$ cat src/rtl/dvp_tx_pkg.sv
// dvp_tx_pkg: shared types and helpers for the DVP transmitter.
//   - dvp_tx_state_e : frame/line sequencer states
//   - RGB565_*       : eight colour-bar constants, white .. black
//   - bar_color()    : bar index -> RGB565
//   - cfg_legal()    : width/height legality against line timing
package dvp_tx_pkg;

    typedef enum logic [2:0] {
        ST_IDLE,
        ST_VSYNC,
        ST_VBP,
        ST_HFP,
        ST_ACTIVE,
        ST_HBLANK,
        ST_VFP
    } dvp_tx_state_e;

    localparam logic [15:0] RGB565_WHITE   = 16'hFFFF;
    localparam logic [15:0] RGB565_YELLOW  = 16'hFFE0;
    localparam logic [15:0] RGB565_CYAN    = 16'h07FF;
    localparam logic [15:0] RGB565_GREEN   = 16'h07E0;
    localparam logic [15:0] RGB565_MAGENTA = 16'hF81F;
    localparam logic [15:0] RGB565_RED     = 16'hF800;
    localparam logic [15:0] RGB565_BLUE    = 16'h001F;
    localparam logic [15:0] RGB565_BLACK   = 16'h0000;

    function automatic logic [15:0] bar_color(input logic [2:0] idx);
        case (idx)
            3'd0:    return RGB565_WHITE;
            3'd1:    return RGB565_YELLOW;
            3'd2:    return RGB565_CYAN;
            3'd3:    return RGB565_GREEN;
            3'd4:    return RGB565_MAGENTA;
            3'd5:    return RGB565_RED;
            3'd6:    return RGB565_BLUE;
            default: return RGB565_BLACK;
        endcase
    endfunction

    // A line must hold front porch plus two bytes per pixel.
    function automatic logic cfg_legal(input logic [15:0] w, input logic [15:0] h,
                                       input int unsigned hfp, input int unsigned hts);
        logic [31:0] need;
        need = {15'd0, w, 1'b0} + 32'(hfp);
        return (w != 16'd0) && (h != 16'd0) && (need <= 32'(hts));
    endfunction

endpackage

$ cat src/rtl/dvp_tx_colorbar.sv
// dvp_tx_colorbar: eight vertical colour bars across the active width.
//   col_i   : pixel column, 0 .. width_i-1
//   width_i : active pixels per line (non-zero while in use)
//   rgb_o   : RGB565 colour of bar floor(col_i*8/width_i)
module dvp_tx_colorbar
    import dvp_tx_pkg::*;
(
    input  logic [15:0] col_i,
    input  logic [15:0] width_i,
    output logic [15:0] rgb_o
);

    logic [18:0] scaled;
    logic [2:0]  idx;

    assign scaled = {col_i, 3'b000};
    // col < width keeps the quotient within 0..7
    assign idx    = 3'(scaled / {3'b000, width_i});
    assign rgb_o  = bar_color(idx);

endmodule

$ cat src/rtl/dvp_tx_source.sv
// dvp_tx_source: DVP (OV5640-style) transmitter / camera emulator.
// Consumes RGB565 pixels on a valid/ready stream and launches them as
// high byte then low byte, one byte per clk_i, framed by cam_vsync_o and
// cam_href_o.
// Ports:
//   clk_i, reset_i (sync, active high), enable_i
//   resolution_width_i/depth_i : W/H, latched at frame start
//   pix_data_i, pix_valid_i, pix_ready_o : pixel stream (ready ignores valid)
//   cam_half_pixel_o, cam_href_o, cam_vsync_o : DVP link
//   frame_start_o, frame_done_o : one-cycle frame pulses
//   underrun_o (sticky), config_err_o
// Optional: define DVP_TX_TEST_PATTERN_EN to add pattern_sel_i, which
// replaces the stream with an internal 8-bar colour generator.
module dvp_tx_source
    import dvp_tx_pkg::*;
#(
    parameter int DATA_WIDTH  = 8,
    parameter int HTS         = 1896,
    parameter int HFP         = 20,
    parameter int VSYNC_LINES = 3,
    parameter int VBP_LINES   = 10,
    parameter int VFP_LINES   = 10,
    parameter int CNT_W       = 16
) (
    input  logic                    clk_i,
    input  logic                    reset_i,
    input  logic                    enable_i,
    input  logic [15:0]             resolution_width_i,
    input  logic [15:0]             resolution_depth_i,
    input  logic [2*DATA_WIDTH-1:0] pix_data_i,
    input  logic                    pix_valid_i,
`ifdef DVP_TX_TEST_PATTERN_EN
    input  logic                    pattern_sel_i,
`endif
    output logic                    pix_ready_o,
    output logic [DATA_WIDTH-1:0]   cam_half_pixel_o,
    output logic                    cam_href_o,
    output logic                    cam_vsync_o,
    output logic                    frame_start_o,
    output logic                    frame_done_o,
    output logic                    underrun_o,
    output logic                    config_err_o
);

    localparam int PIX_W     = 2 * DATA_WIDTH;
    localparam int MAX_LINES = (VSYNC_LINES > VBP_LINES)
                             ? ((VSYNC_LINES > VFP_LINES) ? VSYNC_LINES : VFP_LINES)
                             : ((VBP_LINES > VFP_LINES) ? VBP_LINES : VFP_LINES);

    localparam logic [CNT_W-1:0] VS_LAST  = CNT_W'(VSYNC_LINES * HTS - 1);
    localparam logic [CNT_W-1:0] VBP_LAST = CNT_W'(VBP_LINES * HTS - 1);
    localparam logic [CNT_W-1:0] VFP_LAST = CNT_W'(VFP_LINES * HTS - 1);
    localparam logic [CNT_W-1:0] HFP_LAST = CNT_W'(HFP - 1);

    // Phase counters must hold the longest blanking phase without wrapping.
    generate
        if ((HTS * MAX_LINES) > (1 << CNT_W) || HFP < 1 || VSYNC_LINES < 1 ||
            VBP_LINES < 1 || VFP_LINES < 1) begin : g_bad_timing
            $error("dvp_tx_source: timing parameters do not fit CNT_W");
        end
    endgenerate

    dvp_tx_state_e    state, state_n;
    logic [CNT_W-1:0] cnt, cnt_n;
    logic [15:0]      line, line_n, h_last;
    logic [CNT_W-1:0] act_len, hb_len;
    logic             latch, cfg_ok, last_line;
    logic             hi_byte, lo_byte, src_valid;
    logic [PIX_W-1:0] src_data;
    logic [DATA_WIDTH-1:0] byte_d, hold_lo;

    assign cfg_ok    = cfg_legal(resolution_width_i, resolution_depth_i, HFP, HTS);
    assign last_line = (line == h_last);

    // ---------------- state register ----------------
    always_ff @(posedge clk_i) begin
        if (reset_i) begin
            state   <= ST_IDLE;
            cnt     <= '0;
            line    <= '0;
            h_last  <= '0;
            act_len <= '0;
            hb_len  <= '0;
        end else begin
            state <= state_n;
            cnt   <= cnt_n;
            line  <= line_n;
            if (latch) begin
                h_last  <= resolution_depth_i - 16'd1;
                act_len <= CNT_W'({resolution_width_i, 1'b0});
                hb_len  <= CNT_W'(HTS) - CNT_W'({resolution_width_i, 1'b0}) - CNT_W'(HFP);
            end
        end
    end

    // ---------------- next state ----------------
    always_comb begin
        state_n = state;
        cnt_n   = cnt + CNT_W'(1);
        line_n  = line;
        latch   = 1'b0;
        case (state)
            ST_IDLE: begin
                cnt_n = '0;
                if (enable_i && cfg_ok) begin
                    state_n = ST_VSYNC;
                    latch   = 1'b1;
                end
            end
            ST_VSYNC: if (cnt == VS_LAST) begin
                state_n = ST_VBP;
                cnt_n   = '0;
            end
            ST_VBP: if (cnt == VBP_LAST) begin
                state_n = ST_HFP;
                cnt_n   = '0;
                line_n  = '0;
            end
            ST_HFP: if (cnt == HFP_LAST) begin
                state_n = ST_ACTIVE;
                cnt_n   = '0;
            end
            ST_ACTIVE: if (cnt == act_len - CNT_W'(1)) begin
                cnt_n = '0;
                // a zero-length horizontal blank skips straight to the next line
                if (hb_len != '0) begin
                    state_n = ST_HBLANK;
                end else if (last_line) begin
                    state_n = ST_VFP;
                end else begin
                    state_n = ST_HFP;
                    line_n  = line + 16'd1;
                end
            end
            ST_HBLANK: if (cnt == hb_len - CNT_W'(1)) begin
                cnt_n = '0;
                if (last_line) begin
                    state_n = ST_VFP;
                end else begin
                    state_n = ST_HFP;
                    line_n  = line + 16'd1;
                end
            end
            ST_VFP: if (cnt == VFP_LAST) begin
                cnt_n = '0;
                if (enable_i && cfg_ok) begin
                    state_n = ST_VSYNC;
                    latch   = 1'b1;
                end else begin
                    state_n = ST_IDLE;
                end
            end
            default: begin
                state_n = ST_IDLE;
                cnt_n   = '0;
            end
        endcase
    end

    // ---------------- pixel source ----------------
`ifdef DVP_TX_TEST_PATTERN_EN
    logic [15:0] w_lat, bar_rgb;

    always_ff @(posedge clk_i) begin
        if (reset_i)    w_lat <= '0;
        else if (latch) w_lat <= resolution_width_i;
    end

    dvp_tx_colorbar u_colorbar (
        .col_i   (16'(cnt >> 1)),
        .width_i (w_lat),
        .rgb_o   (bar_rgb)
    );

    assign src_data  = pattern_sel_i ? PIX_W'(bar_rgb) : pix_data_i;
    assign src_valid = pattern_sel_i | pix_valid_i;
`else
    assign src_data  = pix_data_i;
    assign src_valid = pix_valid_i;
`endif

    // ---------------- output comb ----------------
    // Even byte slots in ACTIVE launch a high byte on the coming edge.
    always_comb begin
        hi_byte     = (state == ST_ACTIVE) && !cnt[0];
        lo_byte     = (state == ST_ACTIVE) &&  cnt[0];
`ifdef DVP_TX_TEST_PATTERN_EN
        pix_ready_o = hi_byte && !pattern_sel_i;
`else
        pix_ready_o = hi_byte;
`endif
        byte_d = '0;
        if (hi_byte)      byte_d = src_valid ? src_data[PIX_W-1:DATA_WIDTH] : '0;
        else if (lo_byte) byte_d = hold_lo;
    end

    // ---------------- registered outputs ----------------
    always_ff @(posedge clk_i) begin
        if (reset_i) begin
            cam_half_pixel_o <= '0;
            cam_href_o       <= 1'b0;
            cam_vsync_o      <= 1'b1;
            frame_start_o    <= 1'b0;
            frame_done_o     <= 1'b0;
            underrun_o       <= 1'b0;
            config_err_o     <= 1'b0;
            hold_lo          <= '0;
        end else begin
            cam_half_pixel_o <= byte_d;
            cam_href_o       <= (state == ST_ACTIVE);
            cam_vsync_o      <= (state == ST_IDLE) || (state == ST_VSYNC) || (state == ST_VFP);
            frame_start_o    <= (state == ST_VSYNC) && (cnt == '0);
            frame_done_o     <= lo_byte && (cnt == act_len - CNT_W'(1)) && last_line;
            if (hi_byte)
                hold_lo <= src_valid ? src_data[DATA_WIDTH-1:0] : '0;
            if (pix_ready_o && !pix_valid_i)
                underrun_o <= 1'b1;
            if (state == ST_IDLE)
                config_err_o <= !cfg_ok;
        end
    end

endmodule

$ cat config.mk
export PLATFORM = sky130hd
export DESIGN_NAME = dvp_tx_source
export DESIGN_NICKNAME = d
export VERILOG_FILES = /design/src/rtl/dvp_tx_pkg.sv /design/src/rtl/dvp_tx_colorbar.sv /design/src/rtl/dvp_tx_source.sv
export SDC_FILE = /design/constraint.sdc
export NUM_CORES = 1
export LEC_CHECK = 0
export ABC_AREA = 0
export ABC_CLOCK_PERIOD_IN_PS = 7600
export CELL_PAD_IN_SITES_DETAIL_PLACEMENT = 1
export CELL_PAD_IN_SITES_GLOBAL_PLACEMENT = 2
export CORE_MARGIN = 2
export CORE_UTILIZATION = 41
export DETAILED_ROUTE_END_ITERATION = 12
export DONT_BUFFER_PORTS = 1
export PLACE_DENSITY = 0.94
export SLEW_MARGIN = 0
export SYNTH_ARGS = -nofsm -noshare
export SYNTH_HDL_FRONTEND = slang
export SYNTH_SLANG_ARGS = --single-unit
$ cat constraint.sdc
create_clock -name clk_i -period 7.6 [get_ports clk_i]
set_input_delay 0.76 -clock clk_i [delete_from_list [all_inputs] [get_ports clk_i]]
set_output_delay 0.76 -clock clk_i [all_outputs]
set_load 0.01 [all_outputs]
* Yosys cells after proc, flatten, opt, wreduce, memory -nomap -nowiden
Index checks and enable logic that the tools add are counted.
** Cells by class
- Add/sub/neg operators :: 8
- Magnitude comparators :: 1
- Eq/ne operators :: 20
- Multiplexer cells :: 30
- Reduce and logical (&&, ||, !) cells :: 23
** Operators with widths (number)
- $mux 16 :: 10
- $pmux 16 s5 :: 1
- $eq 16x16->1 :: 3
- $pmux 16 s3 :: 1
- $reduce_bool 16->1 :: 3
- $sub 16x1->16 const B :: 3
- $add 16x1->16 const B :: 2
- $mux 8 :: 4
- $mux 3 :: 9
- $pmux 3 s7 :: 1
- $add 17x5->18 const B :: 1
- $le 18x11->1 const B :: 1
- $eq 16x13->1 const B :: 1
- $eq 16x15->1 const B :: 1
- $eq 16x5->1 const B :: 1
- $logic_not 16->1 :: 1
- $ne 2x2->1 const B :: 8
- $sub 11x16->16 const A :: 1
- $sub 16x5->16 const B :: 1
- $eq 3x3->1 const B :: 3
- $logic_and 1x1->1 :: 9
- $reduce_and 7->1 :: 1
- $eq 3x2->1 const B :: 2
- $reduce_and 5->1 :: 1
- other kinds (8) :: 13
** Storage, ports and cells
- Flip-flop bits (word level) :: 104
- Input bits :: 52
- Output and inout port bits :: 15
- Logic and storage cells :: 96

* Longest topological paths before layout
- Depth in word-level cells :: 7
- Depth in mapped cells :: 14
- Gate-level depth less buffers :: 10

* Worst setup path before layout
No wires, ideal clock.
- Path type :: flip-flop to flip-flop
- Start point :: register hb_len[1]
- End point :: register line[2]
- Arrival :: 3.122 ns
- Data required time :: 7.530 ns
- Slack :: 4.408 ns
- Stages on the path, launching flop included :: 14
- Path buffers :: 3
- Path through :: dfxtp_1 clkbuf_1 inv_1 ha_1 buf_2 o21ba_1 a221oi_1 a41oi_1 or4_1 o31ai_1 o21ai_2 buf_6 or4_1 a21oi_1
** On the way
- Cells in the longest elaborated chain, start to end :: 4
- Elaborated cells on any way between the ends :: 6
- Classes of those cells :: add/sub (1); eq/ne (3); reduce/logical (2)
** RTL lines
- from (decl) :: line dvp_tx_source.sv:66 : logic [CNT_W-1:0] act_len, hb_len;
- from (signal assigned) :: line dvp_tx_source.sv:91 : hb_len <= CNT_W'(HTS) - CNT_W'({resolution_width_i, 1'b0}) - CNT_W'(HFP);
- $sub 16x1->16 :: line dvp_tx_source.sv:135 : ST_HBLANK: if (cnt == hb_len - CNT_W'(1)) begin
- $eq 16x16->1 :: line dvp_tx_source.sv:135
- $ne 2x2->1 (no source line)
- $reduce_and 5->1 (no source line) *
- to (signal assigned) :: line dvp_tx_source.sv:87 : line <= line_n;
- to (decl) :: line dvp_tx_source.sv:65 : logic [15:0] line, line_n, h_last;
Every way passes the cells marked *; elsewhere a longest branch is shown, timed or not.
A chain may end at the register's enable or synchronous reset.

* Worst setup path in the final report
- Start point :: register hb_len[3]
- End point :: register line[9]
Same word-level chain as after synthesis.

==> impl.org <==
** STA
- Worst hold margin :: ~0.46 ns
- The hold violation count in the final report came to 0.
- Measured slew at the worst slew-check pin :: 0.954 ns
- Fmax achieved :: approximately 0.27 GHz
- Count of final setup violators :: 0
- Post-route clock period utilization :: 0.482
- Adding up every negative setup slack in the final design gives 0 ns.
- Layout Skew :: 0.0132 ns
- Counting I/O delays and the setup requirement, the final critical path takes 3.66 ns.
- Setup repair after global routing left no endpoint under its margin.
- Measured against its own limit, the worst slew margin works out to 0.358.
- The final max-slew violation count was 0.

** Logic synthesis
- Flip-flop and latch count after synthesis :: 102
- Synthesis instantiated 67 different standard cells from the library.
- The synthesized design spends more area on one cell type than any other, namely dfxtp_1.
- Averaged over all synthesized cells, the footprint is between 8 and 9 um2.
- Fraction of registers with async set/reset :: 0
- Multiplexer area fraction after synthesis :: 0.0341
- The synthesized design contains 0 enable-type register cells.
- Dominant combinational cell family by area after synthesis :: simple AND/OR/NAND/NOR gates
- In the post-synthesis netlist, the biggest area contributors are dfxtp_1, xor2_1, nor2_1.
- Synthesis warning total :: 0
- Share of the yosys chip area belonging to registers :: 0.331
- Area fraction in compound gates after synthesis :: 0.166
- Cell area after technology mapping :: 0.00617 mm2
- Cell count after synthesis :: around 770
- The number of nets handed over by synthesis was 833.
- Of the total synthesized cell area, the portion taken by XOR and XNOR cells is 0.131.
- Share of the synthesized area in the top cell type :: 0.331
- Of the total synthesized cell area, the portion taken by AND, OR, NAND and NOR gates is 0.265.
- Of the total synthesized cell area, the portion taken by full adders, half adders and majority gates is 0.0243.
- The most used flip-flop cell after synthesis is dfxtp_1.

** Worst hold path
- Worst hold path class :: reg2reg

** GRT
- The first global-routing pass estimated 29200 um of wire.
- Entering global routing, the biggest net connects 71 pins.
- Busiest layer in global routing :: met2
- GR Layer Usage met2 :: 0.370
- For this run, global-route usage on met1 was measured as 0.296.
- Routing usage on met3 :: 0.0472
- After global routing the overflow that remains totals 0.
- In the global route stage, overall resource usage came out at 0.225.
- The via count of the first global-routing pass was 5669.
- The number of antenna violations at the first check in global routing is 0.

** Die
- Die width :: 127 um
- The floorplan has 44 rows.
- The region available for standard cell placement spans 0.0146 mm2.
- Number of top-level pins :: 67
- The floorplan step defined a die boundary enclosing 0.0160 mm2.
- Height of the die :: around 130 um
- Starting density of the core :: 0.423

** Drt
- Violation count after the first detailed-route iteration :: 350
- Summed over all layers, the routed wires come to approximately 18000 um.
- For this run, the detailed router's first-pass iteration total came to 5.
- Average wire per cell in the routed design :: 19.2 um
- For this block, the via count after detailed routing is 5581.
- Drt drc :: 0
- Dividing the detail-routed via count by the number of cells gives 6.06.
- Remaining antenna violation count :: 0

** Clocking
- Buffers from clock root to sink, at most :: 2
- Total of cells resized after clock tree synthesis :: 0
- CTS Buf Count :: 9
- Clock slew seen by the registers of the worst setup and hold paths :: approximately 0.07 ns
- Once the clock tree was built, the setup fixing pass inserted 0 buffers.
- CTS Hold Bufs :: 0
- Level count of the clock H-tree :: 3
- Number of clock sinks seen by CTS :: 102
- TritonCTS clock tree :: built
- CTS placed an instance of clkbuf_16 at the clock tree root.
- Clock latency on the worst-skew pair :: 0.36 ns

** Power
- Static leakage :: 2.37 nW
- The worst-case IR drop observed on VDD is 0.141 mV.
- Ratio of total power to cell area :: 164 mW/mm2

** Placed design
- Once detailed placement completed, the half-perimeter wirelength came to 13300 um.
- In this run the tool buffered the top-level ports with 0 buffer cells.
- At the end of routability-driven placement, the weighted congestion stood at slightly below 0.9.

** Final layout
- Filler cell count in the final layout :: around 1800
- Proportion of layout cells with a drive suffix above 1 :: 0.0393
- Final #Nets :: 796
- In the layout the commonest cells are nor2_1, dfxtp_1, xor2_1, xnor2_1, nand2_1.
- The library cell used most frequently in the layout, excluding fill and tap cells, is nor2_1.
- The repair_antennas step left the layout with diodes totalling 0.
- From synthesis to final layout, the design area changed by 5.25%.

** Critical path
- Setup Crit Path Kind :: reg2reg
- STA classifies the critical path endpoint as a register.
- In this run the worst path has a maximum fanout of 23.
- Worst reg2reg setup slack :: 3.94 ns
- Crit path DAT :: 3.95 ns
- STA puts the critical path data required time at 7.89 ns.
- The worst setup path is launched from a register.

** Outcome
- The run finished with clean final reports.

** Job
- Max-cap viol count :: 0
cells by family (layout without fill, tap and decap cells):
logic type,count (synthesis),after routing
xor gates and xnor gates,92,92
muxes,21,21
DFF,102,102
AOI/OAI and AO/OA,150,150
buffers and inverters,76,44
adders and majority gates,12,12
and+or+nand+nor,316,316
cells in the mapped netlist (all sizes together) (4+ instances only):
cell type and count:
nand4 13, a22oi 10, nand2 41, nand2b 8, nor4 22, and2 8, a211oi 25, o31ai 4
nor3 27, ha 12, a221oi 4, inv 24, xor2 48, xnor2 44, and3 13, mux2i 21
buf 13, nand3 26, o21ai 27, o2111ai 7, dfxtp 102, a31oi 4, a21oi 38, or3 17
clkbuf 38, nor2 110, or4 10
area by class of cell:
class	instances	area, um2	area share
clock buffers	11	233	0.0359
clock inverters	5	41.3	0.00636
inverters	25	93.8	0.0145
multi-input cells	591	3830	0.590
flip-flops and latches	102	2040	0.315
well taps	184	230	0.0355
repair buffers	3	22.5	0.00347
metal layers:
layer	up-vias	wire [um]	part of all wire
met1	2740	7960	0.45
met2	153	8390	0.47
li1	2665	-	-
met5	-	0	0
met3	23	1030	0.058
met4	0	334	0.019
registers in the layout (all words and copies together), names as in the netlist:
name and cells:
act_len 14, cam_half_pixel_o 8, cam_href_o 1, cam_vsync_o 1
cnt 16, config_err_o 1, frame_done_o 1, frame_start_o 1
h_last 16, hb_len 15, hold_lo 8, line 16
state 3, underrun_o 1
per-stage QoR:
step / total power [W] / instances / util / worst slack [ns] / instance area [um2]
3_3_place_gp: 0.000636 / 905 / 0.426 / 4.15 / 6220
5_1_grt: 0.00111 / 921 / 0.445 / 3.58 / 6490
2_1_floorplan: 0.000631 / 769 / - / 4.41 / 6170
4_1_cts: 0.00108 / 921 / 0.445 / 3.94 / 6490
6_report: 0.00107 / 921 / 0.445 / 3.94 / 6490
3_5_place_dp: 0.000639 / 905 / 0.426 / 4.01 / 6220
where the power goes:
part	internal (W)	total [W]	leakage, nW	switching [W]
registers	0.000540	0.000547	0.822	0.00000707
clock network	0.000227	0.000440	0.132	0.000214
logic	0.0000328	0.0000803	1.41	0.0000475
critical path, stage by stage (launching register included):
cell	delay, ns
dfxtp_1	0.38
nor4_2	0.73
nand4_1	0.27
xnor2_1	0.19
or4_1	0.57
o31ai_1	0.41
o21ai_2	0.31
or4_1	0.59
a21oi_1	0.14
worst paths after layout:
check                   from          to  cells past startpoint
setup reg to reg   hb_len[3]     line[9]                      8
hold / removal    hold_lo[7]  hold_lo[7]                      2
hold reg to reg   hold_lo[7]  hold_lo[7]                      2
setup / recovery   hb_len[3]     line[9]                      8
(Power assumes the default switching activity.)
